File: config.mk
export PLATFORM = sky130hd
export DESIGN_NAME = io_glue
export DESIGN_NICKNAME = d
export VERILOG_FILES = /design/src/rtl/io_glue.sv
export SDC_FILE = /design/constraint.sdc
export NUM_CORES = 1
export LEC_CHECK = 0
export ABC_AREA = 1
export BUFFER_PORTS_ARGS = -buffer_cell sky130_fd_sc_hd__buf_2
export CORE_ASPECT_RATIO = 1.2
export CORE_UTILIZATION = 45
export CTS_BUF_LIST = sky130_fd_sc_hd__clkbuf_8
export CTS_CLUSTER_SIZE = 20
export DETAILED_ROUTE_END_ITERATION = 10
export PLACE_DENSITY = 0.92
export SKIP_CTS_REPAIR_TIMING = 1
export SLEW_MARGIN = 15
export SYNTH_ARGS = -nofsm -noshare
export SYNTH_HDL_FRONTEND = slang
export SYNTH_SLANG_ARGS = --single-unit
File: constraint.sdc
create_clock -name clock -period 1.2 [get_ports clock]
set_input_delay 0.06 -clock clock [delete_from_list [all_inputs] [get_ports clock]]
set_output_delay 0.06 -clock clock [all_outputs]
set_load 0.005 [all_outputs]
File: src/rtl/io_glue.sv
// io_glue: CPU I/O port decoder with clock-enable divider, wait-state FSM and control latch.
// Wait-state insertion (WAIT state, wait counter, waitn) exists only when IO_WAIT_EN is defined.
module io_glue #(
  parameter int         CH       = 4,
  parameter logic [7:0] BASE     = 8'hF8,
  parameter logic [7:0] CTRLPORT = 8'hFF,
  parameter int         CTRLW    = 3,
  parameter int         CTRLLSB  = 3,
  parameter int         DIV      = 5,
  parameter int         CPUK     = 2,
  parameter int         WS       = 2
) (
  input  logic            clock,
  input  logic            reset,
  input  logic            iorq,
  input  logic            rd,
  input  logic            wr,
  input  logic [7:0]      a,
  input  logic [7:0]      q,
  input  logic [8*CH-1:0] extQ,
  input  logic [7:0]      stat,
  output logic [7:0]      d,
  output logic [CH-1:0]   cs,
  output logic            waitn,
  output logic [CTRLW-1:0] ctrl,
  output logic [DIV-2:0]  pe,
  output logic [DIV-2:0]  ne,
  output logic [1:0]      fsm_state
);

`ifdef IO_WAIT_EN
  typedef enum logic [1:0] {IDLE = 2'd0, WAIT = 2'd1, ACCESS = 2'd2} state_t;
`else
  typedef enum logic [1:0] {IDLE = 2'd0, ACCESS = 2'd2} state_t;
`endif

  logic [DIV-1:0] ce, ce_nx;
  logic [DIV-2:0] pe_d, ne_d;
  logic           cpuce;

  // pe/ne are registered from the next count so each pulse lines up with the ce value it decodes.
  always_comb begin
    ce_nx = ce + 1'b1;
    pe_d  = '0;
    ne_d  = '0;
    for (int k = 0; k < DIV-1; k++) begin
      pe_d[k] = ce_nx[k+1];
      ne_d[k] = ~ce_nx[k+1];
      for (int j = 0; j <= k; j++) begin
        if (ce_nx[j]) begin
          pe_d[k] = 1'b0;
          ne_d[k] = 1'b0;
        end
      end
    end
  end

  always_ff @(posedge clock) begin
    if (!reset) begin
      ce <= '0;
      pe <= '0;
      ne <= '0;
    end else begin
      ce <= ce_nx;
      pe <= pe_d;
      ne <= ne_d;
    end
  end

  assign cpuce = pe[CPUK];

  logic       ctrl_hit, ch_hit;
  logic [2:0] ch_idx;

  // Decode in 9 bits so BASE+k never wraps past 8'hFF; CTRLPORT masks any overlapping channel.
  always_comb begin
    cs       = '1;
    ch_hit   = 1'b0;
    ch_idx   = 3'd0;
    ctrl_hit = !iorq && (a == CTRLPORT);
    for (int k = 0; k < CH; k++) begin
      if (!iorq && (a != CTRLPORT) && ({1'b0, a} == ({1'b0, BASE} + 9'(k)))) begin
        cs[k]  = 1'b0;
        ch_hit = 1'b1;
        ch_idx = 3'(k);
      end
    end
  end

  state_t     state;
  logic [2:0] sel;
  logic       sel_ctrl;
  logic [7:0] ext_sel;

  always_comb begin
    ext_sel = 8'hFF;
    for (int k = 0; k < CH; k++) begin
      if (sel == 3'(k)) ext_sel = extQ[8*k +: 8];
    end
  end

`ifdef IO_WAIT_EN
  logic [3:0] wcnt;
  logic       waitn_q;
  assign waitn = waitn_q;
`else
  assign waitn = 1'b1;
`endif

  // Handshake: the CPU holds iorq low for the whole access; while waitn is low it must keep
  // a/rd/wr stable, and releasing iorq ends (or aborts) the access on the next cpuce.
  always_ff @(posedge clock) begin
    if (!reset) begin
      state    <= IDLE;
      sel      <= 3'd0;
      sel_ctrl <= 1'b0;
      d        <= 8'hFF;
      ctrl     <= '0;
`ifdef IO_WAIT_EN
      wcnt     <= 4'd0;
      waitn_q  <= 1'b1;
`endif
    end else if (cpuce) begin
      if (!iorq && !wr && (a == CTRLPORT)) ctrl <= q[CTRLLSB +: CTRLW];
      case (state)
        IDLE: begin
          if (ctrl_hit) begin
            state    <= ACCESS;
            sel_ctrl <= 1'b1;
          end else if (ch_hit) begin
            sel      <= ch_idx;
            sel_ctrl <= 1'b0;
`ifdef IO_WAIT_EN
            wcnt     <= 4'(WS);
            if (WS > 0) begin
              state   <= WAIT;
              waitn_q <= 1'b0;
            end else begin
              state   <= ACCESS;
            end
`else
            state    <= ACCESS;
`endif
          end
        end
`ifdef IO_WAIT_EN
        WAIT: begin
          if (iorq) begin
            state   <= IDLE;
            waitn_q <= 1'b1;
            wcnt    <= 4'd0;
          end else if (wcnt <= 4'd1) begin
            state   <= ACCESS;
            waitn_q <= 1'b1;
            wcnt    <= 4'd0;
          end else begin
            wcnt    <= wcnt - 4'd1;
          end
        end
`endif
        ACCESS: begin
          if (iorq) begin
            state <= IDLE;
            d     <= 8'hFF;
          end else if (!rd && wr) begin
            d <= sel_ctrl ? stat : ext_sel;
          end
        end
        default: state <= IDLE;
      endcase
    end
  end

  assign fsm_state = state;

  // Only the control field of q is latched; the remaining bits are intentionally ignored.
  logic unused_q;
  assign unused_q = ^q;

endmodule
**After elaboration in Yosys (flattened, before gate mapping)**

Index checks and enable logic that the tools add are counted.

- Output and inout bits: 26
- Register bits: 30
- Bits of input ports: 61
- Word-level logic and storage cells: 82

- Muxes and demuxes: 24
- Add/sub/neg operators: 1
- Reductions and logical operators: 25
- Bitwise logic cells: 6
- Equal/unequal tests: 12

Operators by type and width:

| kind | count |
|---|---|
| 8-bit 2-to-1 mux | 7 |
| 8-bit == test (second input constant) | 5 |
| 1-bit 2-to-1 mux | 11 |
| 1-bit logical AND | 9 |
| 3-bit AND reduction | 3 |
| 8-bit != test (second input constant) | 1 |
| 3-bit by 2-bit == test with 1-bit output (second input constant) | 2 |
| 2-bit 2-to-1 mux | 3 |
| 3-bit 2-to-1 mux | 2 |
| 1-bit NOT | 6 |
| 5-bit by 1-bit adder with 5-bit output (second input constant) | 1 |
| 5-bit OR reduction | 1 |
| 2-bit one-hot mux with 2 select lines | 1 |
| 4-bit AND reduction | 1 |
| 2-bit nonzero test | 2 |
| 4-bit OR reduction | 1 |
| 3-bit by 1-bit == test with 1-bit output (second input constant) | 1 |
| 1-bit logical NOT | 3 |
| 3-bit logical NOT | 1 |
| 3-bit != test (second input constant) | 1 |
| 3-bit OR reduction | 1 |
| 2-bit == test (second input constant) | 1 |
| 2-bit logical NOT | 1 |
| 2-bit != test (second input constant) | 1 |
| 2 further kinds | 2 |

**Logic depth before layout (Yosys ltp)**

Gate-level depths: netlist (run 1).

- Depth in word-level cells: 10
- Mapped depth: 9
- Gate-level depth less buffers: 9

**Worst setup path after synthesis (run 1)**

OpenSTA, ideal clock, no wires.

- Kind: reg2reg
- Start: reg ce[0]
- End: reg ne[3]
- Arrival time: 1.081 ns
- Cell stages (with the launch flop): 7
- Data required time: 1.135 ns
- Path slack: 0.054 ns
- Buffers on the path: 0
- Cells stage by stage: dfxtp_1 -> ha_1 -> nor2_2 -> inv_1 -> nor2_1 -> nand2_1 -> nor2_1

- Word-level cells in the longest chain between the ends: 2
- Elaborated cells on any way between the ends: 3

Ends and longest elaborated chain:

| element | RTL line | source |
|---|---|---|
| start, declared | 37 | `logic [DIV-1:0] ce, ce_nx;` |
| start signal, assigned | 64 | `ce <= ce_nx;` |
| 5-bit by 1-bit adder with 5-bit output | 43 | `ce_nx = ce + 1'b1;` |
| net ce_nx[1] | 37 |  |
| 5-bit OR reduction (no source line) | - |  |
| end signal, assigned | 66 | `ne <= ne_d;` |
| end, declared | 27 | `output logic [DIV-2:0] ne,` |

The timed path passes the listed nets, and every way through them passes these cells.
A chain may end at the register's enable or synchronous reset.

**Worst setup path in the final report (run 1)**

Same ends and word-level chain as after synthesis.

==> results of run 1 <==
[final timing paths]
check / start / endpoint / slack (ps) / cells after the start
max: ce[0] / ne[3] / 40 / 6
min: q[5] / ctrl[2] / 10 / 3
max reg2reg: ce[0] / ne[3] / 40 / 6
min reg2reg: d[0] / d[0] / 480 / 2
[power breakdown]
part           switching (W)  internal (W)  leakage [nW]
clock               0.000284      0.000446        0.0357
sequential         0.0000100      0.000949         0.228
combinational       0.000141      0.000134         0.782
[cells in the mapped netlist]
cell type / count / area, µm²
nor2_8: 1 / 20.0
inv_2: 6 / 22.5
a21oi_4: 1 / 16.3
o21ai_2: 3 / 26.3
dfxtp_1: 28 / 561
nand2_2: 6 / 37.5
o22ai_1: 1 / 6.26
nand2_4: 1 / 11.3
inv_1: 16 / 60.1
nand3_4: 1 / 17.5
o21ai_1: 3 / 15.0
a21oi_1: 20 / 100
clkinv_2: 1 / 5.00
ha_1: 1 / 12.5
nand3_2: 1 / 10.0
nor2_1: 35 / 131
nor2_4: 3 / 33.8
clkbuf_1: 2 / 7.51
xor2_1: 3 / 26.3
o21ai_0: 6 / 30.0
conb_1: 2 / 7.51
nand4_1: 1 / 6.26
nor2_2: 4 / 25.0
nand2_1: 60 / 225
nand3_1: 6 / 30.0
buf_2: 1 / 5.00
o221ai_1: 5 / 43.8
o211ai_1: 2 / 15.0
buf_4: 4 / 30.0
nor3_1: 1 / 5.00
[flip-flops by register name, indices dropped and copies added (netlist names)]
register and count:
pe 4, ctrl 3, sel 2, sel_ctrl 1
fsm_state 1, ne 4, ce 5, d 8
[area by class of cell]
cell class	count	area (µm²)
fillers	296	1040
multi-input cells	167	891
flip-flops and latches	28	564
repair buffers	88	463
inverters	23	87.6
well taps	36	45.0
clock buffers	3	41.3
clock inverters	1	30.0
[through the flow]
stage	total power (W)	hold WS (ps)	area [µm²]	setup slack (ps)
3_5_place_dp	0.00124	301	2000	-53.2
4_1_cts	0.00196	15.2	2070	-65.4
3_3_place_gp	0.00123	293	2000	32.4
6_report	0.00196	9.59	2120	39.0
2_1_floorplan	0.00111	205	1540	54.1
5_1_grt	0.00205	42.0	2120	-34.1
[metal layers]
layer / track usage [%] / share of wire (%)
met3: 4.89 / 7.3
met4: 5.31 / 0.78
met1: 20.6 / 38
met2: 45.0 / 54
met5: 0 / 0
[logic make-up after synthesis]
logic type                 after synthesis
other                                    2
xor gates and xnor gates                 3
buffers and inverters                   30
and+or+nand+nor                        120
DFF                                     28
AOI/OAI and AO/OA                       41
adders and majority gates                1
[worst reg2reg max path, stage by stage, from the launching register on]
cell     delay, ps
dfxtp_1        360
ha_2           290
nor2_2         110
inv_2           70
nor2_4          90
nand2_2         80
nor2_1         100
==> flow_summary.yaml, run 1 <==
drt:
  avgRoutedWirePerCell_um: 11.2
  wirelength_um: 3860
  first_pass_iters: 4
  drc: 0
  final_antenna_net_count: 0
  via_per_inst: 4.83
  vias: 1670
  drt_iter0_markers: 45
timing:
  rsz0062_at_grt: "yes"
  drv_slew: 0
  setup-tns-final_ps: 0
  fin_worst_skew_ps: 5.15
  layout_min_cycle_time_ps: 1160
  setup_viol: 0
  final_hold_viol_count: 0
  fmax_mhz: 861
  fin_crit_sh_pct: 96.7
setup_path:
  critPathLaunchType: "flop"
  cpPeakStageDelay_ps: 360
  cp.required_ps: 1410
  slowest_stage: "dfxtp_1"
  path_cells: "ha_2, nor2_2, inv_2, nor2_4, nand2_2, nor2_1"
  crit_fanout: 3
  cp_num_buf_inv: 1
  crit_path_end_kind: "flop"
  path_class: "flop to flop"
  critPathTopFamily: "simple AND/OR/NAND/NOR gates"
  critPathArrivalTime_ps: 1370
clock_network:
  cts.clk_slew.worst_paths_ps: 90
  clock_latency_ps: 270
  cts_sinks: 28
  cts_tree: "built"
  htreeDepth: 1
  cts_root_buffer: "clkbuf_8"
  cts_buffer_depth: 2
  cts_made_buffers: 3
cells_and_area:
  area_delta_synth_final_pct: 37.6
  final_common_cell: "buf_2"
  final_cell_count_no_fill: 346
  final_cell_mix: "buf_2 (79), nand2_1 (58), nor2_1 (33)"
  layout.nets: 373
  utilization_pct: 67.0
  drive_gt1_share_pct: 42.6
  diodes: 0
grt:
  grt_pass1_vias: 1595
  grt-ovfl-total: 0
  track_usage_pct: 21.4
  grt_pass1_wl_um: 6400
  antenna_found_initial: 0
  grt_max_degree: 17
floorplanning:
  core_mm2: 0.00317
  die_area_mm2: 0.00367
  rows: 22
  start_util_pct: 48.7
  die_h_um: 66.1
  die_w_um: 55.5
  ios: 87
synthesis:
  synth_seq_cells: 28
  synth_top_family_by_area: "simple AND/OR/NAND/NOR gates"
  synthMuxAreaShare_pct: 0
  syn_area_mm2: 0.00154
  yosysWarnings: 0
  synth_nets: 287
  syn_area_per_cell_um2: 6.86
  seq_area_frac_synth_pct: 36.3
  synth_compound_area_share_pct: 16.4
  yosys.area_share.simple_pct: 35.8
  synth_xor_area_share_pct: 1.70
  synthAdderAreaFrac_pct: 0.811
  synth_cells: 225
  synthDistinctLibCells: 30
job:
  maxCapViolCount: 0
outcome:
  status: "finished, final reports clean"
hold_path:
  worstHoldPathType: "primary input to flop"
place:
  gp_congestion: 0.828
  place_inst: 341
  port_buffers: 79
  hpwl_um: 3090
power:
  p_per_area_mw_per_mm2: 926
  ir_worst_vdd_mv: 0.988
  leakagePower_nw: 1.05
No activity file was read; power rests on OpenSTA's default activity.
==> inputs of run 2 (changes only) <==
Settings changed: CTS_CLUSTER_DIAMETER set to 60, REMOVE_ABC_BUFFERS set to 1.
==> run 2 against run 1 <==
Compared with the run above: register-to-register slack barely moved; clock skew fell by 3.7 ps; power rose by 0.36%; non-clock buffer count rose by 1; maximum frequency rose by 0.24%; worst setup slack improved by 2.8 ps.
==> flow_summary.yaml, run 2 (synthesized netlist as in run 1, its figures left out) <==
drt:
  vias: 1691
  drc: 0
  first_pass_iters: 4
  drt_iter0_markers: 76
  via_per_inst: 4.87
  final_antenna_net_count: 0
  wirelength_um: 3840
  avgRoutedWirePerCell_um: 11.1
job:
  maxCapViolCount: 0
setup_path:
  r2r_slack_ps: 40
  critPathLaunchType: "flop"
  crit_fanout: 9
  crit_path_end_kind: "flop"
  crit_path_start: "sel[0]"
  critPathArrivalTime_ps: 1330
  r2r_end: "d[7]"
  ff2ff_path_depth: 8
  cp.required_ps: 1370
  timing.rr.start: "sel[0]"
  path_class: "flop to flop"
cells_and_area:
  drive_gt1_share_pct: 44.1
  final_common_cell: "buf_2"
  regArea_um2: 568
  fin_area_mm2: 0.00217
  multiInputGateArea_um2: 918
  largest_reg_flops: 8
  final_cell_count_no_fill: 347
  n_fill_cell: 280
  area_delta_synth_final_pct: 40.7
  layout.nets: 374
  final_cell_mix: "buf_2 (79), nand2_1 (58), nor2_1 (32)"
  diodes: 0
  max_flop_register: "d"
  reg.largest.list: "d (8), ce (5)"
outcome:
  status: "finished, final reports clean"
power:
  switchingPower_w: 0.000434
  internal_power_w: 0.00154
  clkPwrFrac_pct: 36.8
  ir_worst_vdd_mv: 1.22
  leakagePower_nw: 1.06
  p_per_area_mw_per_mm2: 908
  power_frac_seq_pct: 48.7
  comb_power_share_pct: 14.5
  swShare_pct: 22.0
floorplanning:
  die_area_mm2: 0.00367
  ios: 87
  rows: 22
  start_util_pct: 48.7
  core_mm2: 0.00317
  die_h_um: 66.1
  die_w_um: 55.5
grt:
  grt_pass1_wl_um: 5970
  track_usage_pct: 19.8
  antenna_found_initial: 0
  grt_max_degree: 17
  grt_pass1_vias: 1503
  grt-ovfl-total: 0
clock_network:
  cts_root_buffer: "clkbuf_8"
  cts_made_buffers: 3
  cts_buffer_depth: 2
  htreeDepth: 1
  clock_latency_ps: 270
  cts.clk_slew.worst_paths_ps: 90
  cts_tree: "built"
  cts_sinks: 28
timing:
  drv_slew: 0
  rsz0062_at_grt: "yes"
  layout_min_cycle_time_ps: 1160
  setup-tns-final_ps: 0
  fin_worst_skew_ps: 1.45
  hold_ws_ps: 22.3
  fin_crit_sh_pct: 96.5
  setup_viol: 0
  fmax_mhz: 863
  final_hold_viol_count: 0
hold_path:
  worstHoldPathType: "primary input to flop"
  hold_path_startpoint: "q[5]"
  holdPathStages: 3
  min_to: "ctrl[2]"
place:
  place_inst: 342
  port_buffers: 79
  post_dp_cell_area_mm2: 0.00201
  hpwl_um: 2970
  gp_congestion: 0.902
-- run 2: critical path: stages (launching register included) --
cell and delay (ps):
dfxtp_4 400, buf_8 140, nor2_4 40, nand2_1 60, nand3_1 90, o211ai_1 110, nand2_1 90, nand2_1 70
nand2_1 50
-- run 2: worst max-delay path by stage --
| stage | endpoint | depth (start not counted) |
|---|---|---|
| after floorplan | d[2] | 7 |
| after global placement | d[2] | 7 |
| after detailed placement | d[7] | 8 |
| after CTS | d[7] | 8 |
| after global routing | d[0] | 9 |
| final | d[7] | 8 |
-- run 2: layout make-up --
class / count / share of cell area (%)
multi-input cells: 167 / 42.3
flip-flops and latches: 28 / 26.2
repair buffers: 89 / 22.0
inverters: 23 / 4.15
well taps: 36 / 2.07
clock buffers: 3 / 1.90
clock inverters: 1 / 1.38
-- run 2: layer usage --
layer	vias to the layer above	wire length, µm	GRT usage (%)
li1	879	-	-
met1	760	1530	21.2
met2	48	2080	38.7
met3	4	200	3.33
met4	0	36	7.19
met5	-	0	0
-- run 2: stage by stage --
stage | utilization, % | total power [W] | setup WS (ps)
after floorplan | - | 0.00109 | -7.95
after global placement | 63.4 | 0.00124 | 16.3
after detailed placement | 63.4 | 0.00124 | -31.0
after CTS | 65.7 | 0.00196 | -42.0
after global routing | 68.6 | 0.00206 | -45.1
final | 68.6 | 0.00197 | 41.8
-- run 2: power by group through the flow --
stage / Sequential [W] / Clock, W / Combinational, W
after floorplan: 0.000980 / 0 / 0.000114
after global placement: 0.000977 / 0 / 0.000260
after detailed placement: 0.000978 / 0 / 0.000267
after CTS: 0.000956 / 0.000737 / 0.000268
after global routing: 0.000963 / 0.000774 / 0.000320
final: 0.000961 / 0.000726 / 0.000285
